<file path="src/rtl/song_sel_pkg.sv">
// Shared types and constants for the song selector: FSM states, default mode and song count,
// and the wrap-around helpers used to step the song number.
package song_sel_pkg;

  localparam int NUM_W = 4;
  localparam int DEFAULT_NUM_SONGS = 3;
  localparam logic [2:0] DEFAULT_SEL_MODE = 3'b010;

  typedef enum logic [1:0] {IDLE, BROWSE, PLAY} state_t;

  function automatic logic [NUM_W-1:0] wrap_next(input logic [NUM_W-1:0] n,
                                                 input logic [NUM_W-1:0] max_n);
    return (n == max_n) ? NUM_W'(1) : n + NUM_W'(1);
  endfunction

  function automatic logic [NUM_W-1:0] wrap_prev(input logic [NUM_W-1:0] n,
                                                 input logic [NUM_W-1:0] max_n);
    return (n == NUM_W'(1)) ? max_n : n - NUM_W'(1);
  endfunction

endpackage

</file>
<file path="src/rtl/btn_debounce.sv">
// Single push-button conditioner: two-flop synchronizer, stability counter and a registered
// one-cycle pulse on each accepted press (releases are silent).
module btn_debounce #(
  parameter int DEBOUNCE_CYCLES = 2000000
) (
  input  logic clk,
  input  logic reset,
  input  logic btn,
  output logic press
);

  localparam int CW = (DEBOUNCE_CYCLES > 1) ? $clog2(DEBOUNCE_CYCLES) : 1;
  localparam logic [CW-1:0] LAST = CW'(DEBOUNCE_CYCLES - 1);

  logic sync1;
  logic sync2;
  logic level;
  logic level_d;
  logic [CW-1:0] cnt;

  // The counter only runs while the synced input disagrees with the accepted level, so any
  // return to agreement before LAST restarts the stability window from zero.
  always_ff @(posedge clk or posedge reset) begin
    if (reset) begin
      sync1   <= 1'b0;
      sync2   <= 1'b0;
      level   <= 1'b0;
      level_d <= 1'b0;
      cnt     <= '0;
      press   <= 1'b0;
    end else begin
      sync1   <= btn;
      sync2   <= sync1;
      level_d <= level;
      press   <= level & ~level_d;
      if (sync2 == level) begin
        cnt <= '0;
      end else if (cnt == LAST) begin
        level <= sync2;
        cnt   <= '0;
      end else begin
        cnt <= cnt + 1'b1;
      end
    end
  end

endmodule

</file>
<file path="src/rtl/song_selector.sv">
// Song selector: debounced next/prev/ok buttons drive a wrap-around song number and a
// browse/play FSM. Optional macro SONG_SELECTOR_AUTO_ADVANCE_EN enables continuous playback.
module song_selector
  import song_sel_pkg::*;
#(
  parameter int NUM_SONGS = DEFAULT_NUM_SONGS,
  parameter int DEBOUNCE_CYCLES = 2000000,
  parameter logic [2:0] SEL_MODE = DEFAULT_SEL_MODE
) (
  input  logic             clk,
  input  logic             reset,
  input  logic [2:0]       mode,
  input  logic             btn_next,
  input  logic             btn_prev,
  input  logic             btn_ok,
  input  logic             song_done,
  output logic [NUM_W-1:0] num,
  output logic             play_start,
  output logic             playing
);

  localparam logic [NUM_W-1:0] MAX_NUM = NUM_SONGS[NUM_W-1:0];

  logic next_p, prev_p, ok_p;
  logic next_q, prev_q, ok_q;
  state_t state;
`ifdef SONG_SELECTOR_AUTO_ADVANCE_EN
  logic restart_pending;
`endif

  btn_debounce #(.DEBOUNCE_CYCLES(DEBOUNCE_CYCLES)) u_db_next (
    .clk(clk), .reset(reset), .btn(btn_next), .press(next_p)
  );
  btn_debounce #(.DEBOUNCE_CYCLES(DEBOUNCE_CYCLES)) u_db_prev (
    .clk(clk), .reset(reset), .btn(btn_prev), .press(prev_p)
  );
  btn_debounce #(.DEBOUNCE_CYCLES(DEBOUNCE_CYCLES)) u_db_ok (
    .clk(clk), .reset(reset), .btn(btn_ok), .press(ok_p)
  );

  // Press pulses are re-registered so the FSM sees all three aligned on the same cycle;
  // leaving SEL_MODE overrides everything else, including a pending auto-restart.
  always_ff @(posedge clk or posedge reset) begin
    if (reset) begin
      next_q     <= 1'b0;
      prev_q     <= 1'b0;
      ok_q       <= 1'b0;
      state      <= IDLE;
      num        <= NUM_W'(1);
      play_start <= 1'b0;
      playing    <= 1'b0;
`ifdef SONG_SELECTOR_AUTO_ADVANCE_EN
      restart_pending <= 1'b0;
`endif
    end else begin
      next_q <= next_p;
      prev_q <= prev_p;
      ok_q   <= ok_p;
`ifdef SONG_SELECTOR_AUTO_ADVANCE_EN
      play_start      <= restart_pending;
      restart_pending <= 1'b0;
`else
      play_start <= 1'b0;
`endif
      if (mode != SEL_MODE) begin
        state      <= IDLE;
        playing    <= 1'b0;
        play_start <= 1'b0;
      end else begin
        case (state)
          IDLE: state <= BROWSE;
          BROWSE: begin
            if (ok_q) begin
              state      <= PLAY;
              play_start <= 1'b1;
              playing    <= 1'b1;
            end else if (next_q && !prev_q) begin
              num <= wrap_next(num, MAX_NUM);
            end else if (prev_q && !next_q) begin
              num <= wrap_prev(num, MAX_NUM);
            end
          end
          PLAY: begin
            if (ok_q) begin
              state      <= BROWSE;
              playing    <= 1'b0;
              play_start <= 1'b0;
            end else if (song_done) begin
`ifdef SONG_SELECTOR_AUTO_ADVANCE_EN
              num             <= wrap_next(num, MAX_NUM);
              restart_pending <= 1'b1;
`else
              state   <= BROWSE;
              playing <= 1'b0;
`endif
            end
          end
          default: begin
            state   <= IDLE;
            playing <= 1'b0;
          end
        endcase
      end
    end
  end

endmodule

</file>
<file path="config.mk">
export PLATFORM = sky130hd
export DESIGN_NAME = song_selector
export DESIGN_NICKNAME = d
export VERILOG_FILES = /design/src/rtl/song_sel_pkg.sv /design/src/rtl/btn_debounce.sv /design/src/rtl/song_selector.sv
export SDC_FILE = /design/constraint.sdc
export NUM_CORES = 1
export LEC_CHECK = 0
export ABC_AREA = 1
export CORE_MARGIN = 2
export CORE_UTILIZATION = 56
export CTS_CLUSTER_SIZE = 25
export DETAILED_ROUTE_END_ITERATION = 8
export GPL_TIMING_DRIVEN = 0
export PLACE_DENSITY = 0.74
export SYNTH_ARGS = -nofsm -noshare
export SYNTH_HDL_FRONTEND = slang
export SYNTH_HIERARCHICAL = 1
export SYNTH_SLANG_ARGS = --single-unit
</file>
<file path="constraint.sdc">
create_clock -name clk -period 1.34 [get_ports clk]
set_input_delay 0.268 -clock clk [delete_from_list [all_inputs] [get_ports clk]]
set_output_delay 0.268 -clock clk [all_outputs]
set_load 0.005 [all_outputs]
</file>
---- Yosys cells after proc, flatten, opt, wreduce, memory -nomap -nowiden ----
Index checks and enable logic that the tools add are counted.
storage, ports and cells
  register bits ........................... 89
  input port bits ......................... 9
  output and inout bits ................... 6
cells by class
  add/subtract/negate cells ............... 5
  eq/ne operators ......................... 14
  mux-type cells .......................... 23
  bitwise operators ....................... 11
  reductions and logical operators ........ 12
operators with widths
  cell                                               number
  2-to-1 mux 21 bit                                  6
  adder 21 x 1 -> 21 bit (second input constant)     3
  == test 21 bit (second input constant)             3
  2-to-1 mux 4 bit                                   4
  2-to-1 mux 2 bit                                   4
  NOT 1 bit                                          8
  AND reduction 2 bit                                4
  2-to-1 mux 1 bit                                   7
  one-hot mux 2 bit (3 select lines)                 1
  adder 4 x 1 -> 4 bit (second input constant)       1
  == test 4 x 1 -> 1 bit (second input constant)     1
  == test 4 x 2 -> 1 bit (second input constant)     1
  != test 4 bit (second input constant)              1
  AND reduction 4 bit                                1
  subtractor 4 x 1 -> 4 bit (second input constant)  1
  AND 1 bit                                          3
  == test 1 bit                                      3
  != test 3 x 2 -> 1 bit (second input constant)     1
  != test 3 bit (second input constant)              1
  one-hot mux 1 bit (3 select lines)                 1
  AND reduction 3 bit                                1
  == test 2 x 1 -> 1 bit (second input constant)     1
  == test 2 bit (second input constant)              1
  logical AND 1 bit                                  2
  4 further kinds                                    5

---- Longest topological paths before layout ----
  word-level depth ........................ 4
  mapped depth ............................ 9
  mapped depth without buffers ............ 8

---- By module ----
Netlist, hierarchy kept.
modules (own cells, without submodules)
  module         times used  cells an instance  area an instance (µm²)  seq. area each (µm²)
  btn_debounce   3           167                1405.1                  650.6
  song_selector  1           86                 668.1                   276.5

---- Worst setup path before layout ----
Ideal clock, no wire load.
  path kind ............................... flip-flop to flip-flop
  start point ............................. reg num[0]
  end point ............................... reg num[1]
  data arrival time ....................... 1187 ps
  data required time ...................... 1224 ps
  slack ................................... 36 ps
  stages on the path, launching flop included .. 7
  period minus slack after synthesis ...... 1304 ps
  cell sequence ........................... dfstp_2 inv_1 ha_1 nor2_1 a21oi_1 nand2_1 nand2_1
between the ends
  longest elaborated chain between the ends .. 4
ends and longest elaborated chain
  what                                                                 line                 text
  from (decl)                                                          song_selector.sv:17  output logic [NUM_W-1:0] num,
  from (signal assigned)                                               song_selector.sv:78  num <= wrap_next(num, MAX_NUM);
  from (signal assigned)                                               song_selector.sv:80  num <= wrap_prev(num, MAX_NUM);
  subtractor 4 x 1 -> 4 bit or == test 4 x 1 -> 1 bit (tied branches)  song_sel_pkg.sv:18   return (n == NUM_W'(1)) ? max_n : n - NUM_W'(1);
  2-to-1 mux 4 bit                                                     song_sel_pkg.sv:18
  2-to-1 mux 4 bit                                                     song_selector.sv:79  end else if (prev_q && !next_q) begin
  2-to-1 mux 4 bit *                                                   song_selector.sv:77  end else if (next_q && !prev_q) begin
Every way passes the cells marked *; elsewhere a longest branch is shown, timed or not. The select of a mux whose other input is x is not followed.
A chain may end at the register's enable or synchronous reset.

---- Final worst setup path ----
  start point ............................. reg u_db_ok.cnt[0]
  end point ............................... reg u_db_ok.cnt[3]
between the ends
  longest elaborated chain between the ends .. 3
ends and longest elaborated chain
  what                                                      line                                    text
  from (decl)                                               btn_debounce.sv:19                      logic [CW-1:0] cnt;
  from (signal assigned)                                    btn_debounce.sv:42                      cnt <= cnt + 1'b1;
  adder 21 x 1 -> 21 bit or == test 21 bit (tied branches)  btn_debounce.sv:42, btn_debounce.sv:38
  2-to-1 mux 21 bit *                                       btn_debounce.sv:38                      end else if (cnt == LAST) begin
  2-to-1 mux 21 bit *                                       btn_debounce.sv:36                      if (sync2 == level) begin
Every way passes the cells marked *; elsewhere a longest branch is shown, timed or not.

==> impl_metrics.json <==
{
  "critPathMaxStageDelay_ps": 400,
  "vias": 4036,
  "clk_latency_ps": 350,
  "drc_errors": 0,
  "yosysSeqAreaShare_pct": 45.6,
  "nNetsFinal": 655,
  "gp_congestion": 0.956,
  "ios": 15,
  "r2r_end": "u_db_ok/cnt[3]",
  "maxCapViolCount": 0,
  "cts_buffers": 9,
  "clk_pin_slew_ps": 80,
  "initial_utilization_pct": 56.8,
  "yosysWarnings": 6,
  "worstPathMaxFanout": 7,
  "setup_slack_ps": -65.0,
  "holdWs_ps": 333,
  "slew_headroom_pct": 33.0,
  "required_ps": 1580,
  "setup_viol": 36,
  "startpoint_type": "flip-flop",
  "rr_worst_depth": 6,
  "hp-class": "in -> async",
  "crit_family": "simple AND/OR/NAND/NOR gates",
  "r2r-start": "u_db_ok/cnt[0]",
  "antenna_found_initial": 0,
  "post-route-period-util_pct": 105,
  "worst-setup-path-type": "reg -> reg",
  "clock_skew_ps": 13.5,
  "violations": "setup timing",
  "peakVddDrop_mv": 0.603,
  "max_freq_ghz": 0.712,
  "grt.overflow.total": 0,
  "dieArea_sq_mm": 0.00948,
  "nFillCells": 636,
  "grt_usage_pct": 21.8,
  "syn_area_per_cell_sq_um": 8.32,
  "end_kind": "flip-flop",
  "run_status": "finished with violations",
  "wl_microns": 10400,
  "netlist.top_cell.by_area": "dfrtp_1",
  "rsz0062_at_grt": "yes",
  "cts_buffer_depth": 2,
  "htreeDepth": 3,
  "worstPathArrival_ps": 1640,
  "grt_first_pass_wirelength_microns": 17100,
  "wl_per_cell_microns": 13.8,
  "syn_to_final_growth_pct": 22.7,
  "dp_hpwl_microns": 6790,
  "syn-cell-area_sq_mm": 0.00488,
  "netlist_top_cells_count": "nor2_1, nand2_1, dfrtp_1, inv_1, nand3_1",
  "regArea_sq_mm": 0.00223,
  "synth-async-reset-ratio_pct": 100,
  "die_h_microns": 97.4,
  "cts_sinks": 89,
  "cts-root-buf": "clkbuf_8",
  "r2r_slack_ps": -70,
  "std_cell_rows": 34,
  "synth_cell_types": 30,
  "p_leak_nw": 2.42,
  "die_w_microns": 97.4,
  "yosys_most_used_dff": "dfrtp_1",
  "ant_nets": 0,
  "post-route-min-period_ps": 1410,
  "grt_max_degree": 27,
  "cts_tree": "built",
  "diodes": 0,
  "final_layout_size_suffix_gt1_share_pct": 27.3,
  "syn_inst": 587,
  "synth_nets": 603,
  "yosys.cell_count.top_type": "nor2_1",
  "detail_route.iter0.violations": 278,
  "power_density_mw_per_mm2": 841,
  "yosys-top-cells-area": "dfrtp_1, nor2_1, nand2_1",
  "core_sq_mm": 0.00859,
  "slew_viol_final": 0,
  "crit_slowest_cell": "dfrtp_1",
  "multi_input_area_sq_mm": 0.00279,
  "firstDrtPassIters": 5,
  "io_buffers": 14,
  "finalPower_mw": 5.04,
  "ys_ff_latch": 89,
  "synth_edf_count": 0,
  "tightest_slew_ps": 1000,
  "cp_cell_sequence": "ha_4 -> nand4_1 -> nor2_4 -> nand3_4 -> nand2_8 -> nor2_2",
  "grt_pass1_vias": 3794,
  "avgViaCountPerCell": 5.37,
  "finalHoldViolCount": 0,
  "path_buf_inv": 0,
  "synth_top_area_share_pct": 45.1
}
[through the flow]
stage          setup slack [ps]  utilization [%]  area, sq um  TNS (ps)  cells
5_1_grt                    -156             69.7         5990    -11380    752
3_5_place_dp               -292             60.0         5160    -27220    709
3_3_place_gp               -276             60.0         5160    -24180    709
4_1_cts                   -71.0             65.6         5640     -1260    741
6_report                  -65.0             69.7         5990     -1220    752
2_1_floorplan              36.3                -         4880         0    587
[how the worst max path moves through the flow]
| stage | startpoint | to | slack, ps | cells after the start |
|---|---|---|---|---|
| after floorplan | num[0] | num[1] | 40 | 6 |
| after global placement | reset | u_db_next/cnt[2] | -280 | 2 |
| after detailed placement | reset | u_db_ok/cnt[19] | -290 | 2 |
| after CTS | u_db_next/cnt[1] | u_db_next/cnt[7] | -70 | 6 |
| after global routing | u_db_ok/cnt[0] | u_db_ok/cnt[7] | -160 | 6 |
| final | u_db_ok/cnt[0] | u_db_ok/cnt[3] | -70 | 6 |
[logic make-up (layout without fill, tap and decap cells)]
kind of cell | after synthesis | in the layout | synth area share, %
xor+xnor | 35 | 35 | 6.74
flops | 89 | 89 | 45.6
fa+ha+maj | 7 | 7 | 1.79
buf+inv | 68 | 125 | 5.38
compound gates | 34 | 34 | 4.66
simple gates | 354 | 354 | 35.8
[registers in the layout, indices dropped and copies added (netlist names), 2 cells and up]
signal / cells
u_db_next/cnt: 21
u_db_ok/cnt: 21
u_db_prev/cnt: 21
num: 4
state: 2
[report_power, final]
part	internal, mW	switching, mW	leakage (nW)
Combinational	0.111	0.164	1.09
Clock	1.10	0.914	0.113
Sequential	2.72	0.0357	1.21
[cell usage in the layout, fill, tap and decap left out, drive strengths merged, types with 11 or more instances in the layout]
| cell | count |
|---|---|
| xor2 | 29 |
| nand3 | 56 |
| dfrtp | 88 |
| buf | 29 |
| o21ai | 14 |
| nand4 | 13 |
| nand2 | 118 |
| inv | 64 |
| nor2 | 150 |
| clkbuf | 11 |
[metal layers]
metal  up-vias  track usage (%)  share of wire (%)
li1       1973                -                  -
met1      1954             28.6                 44
met2        94             36.6                 51
met3        15             3.31                3.8
met4         0             8.65                1.6
met5         -                0                  0
[area by class of cell]
class	instances	area share (%)
clock buffer	11	2.36
tap	108	2.25
sequential	89	37.2
clock inverter	5	1.32
buffer	1	0.188
inverter	67	4.28
multi-input combinational	430	46.6
timing repair buffer	41	5.78
[timing repair]
item                                    4_1_cts  5_1_grt
setup buffers                                16       11
hold buffers                                  0        0
resized for setup                            39       58
pin swaps                                     9       26
endpoints found under the setup margin       53      131
gates cloned                                  0        0
(Power assumes the default switching activity.)
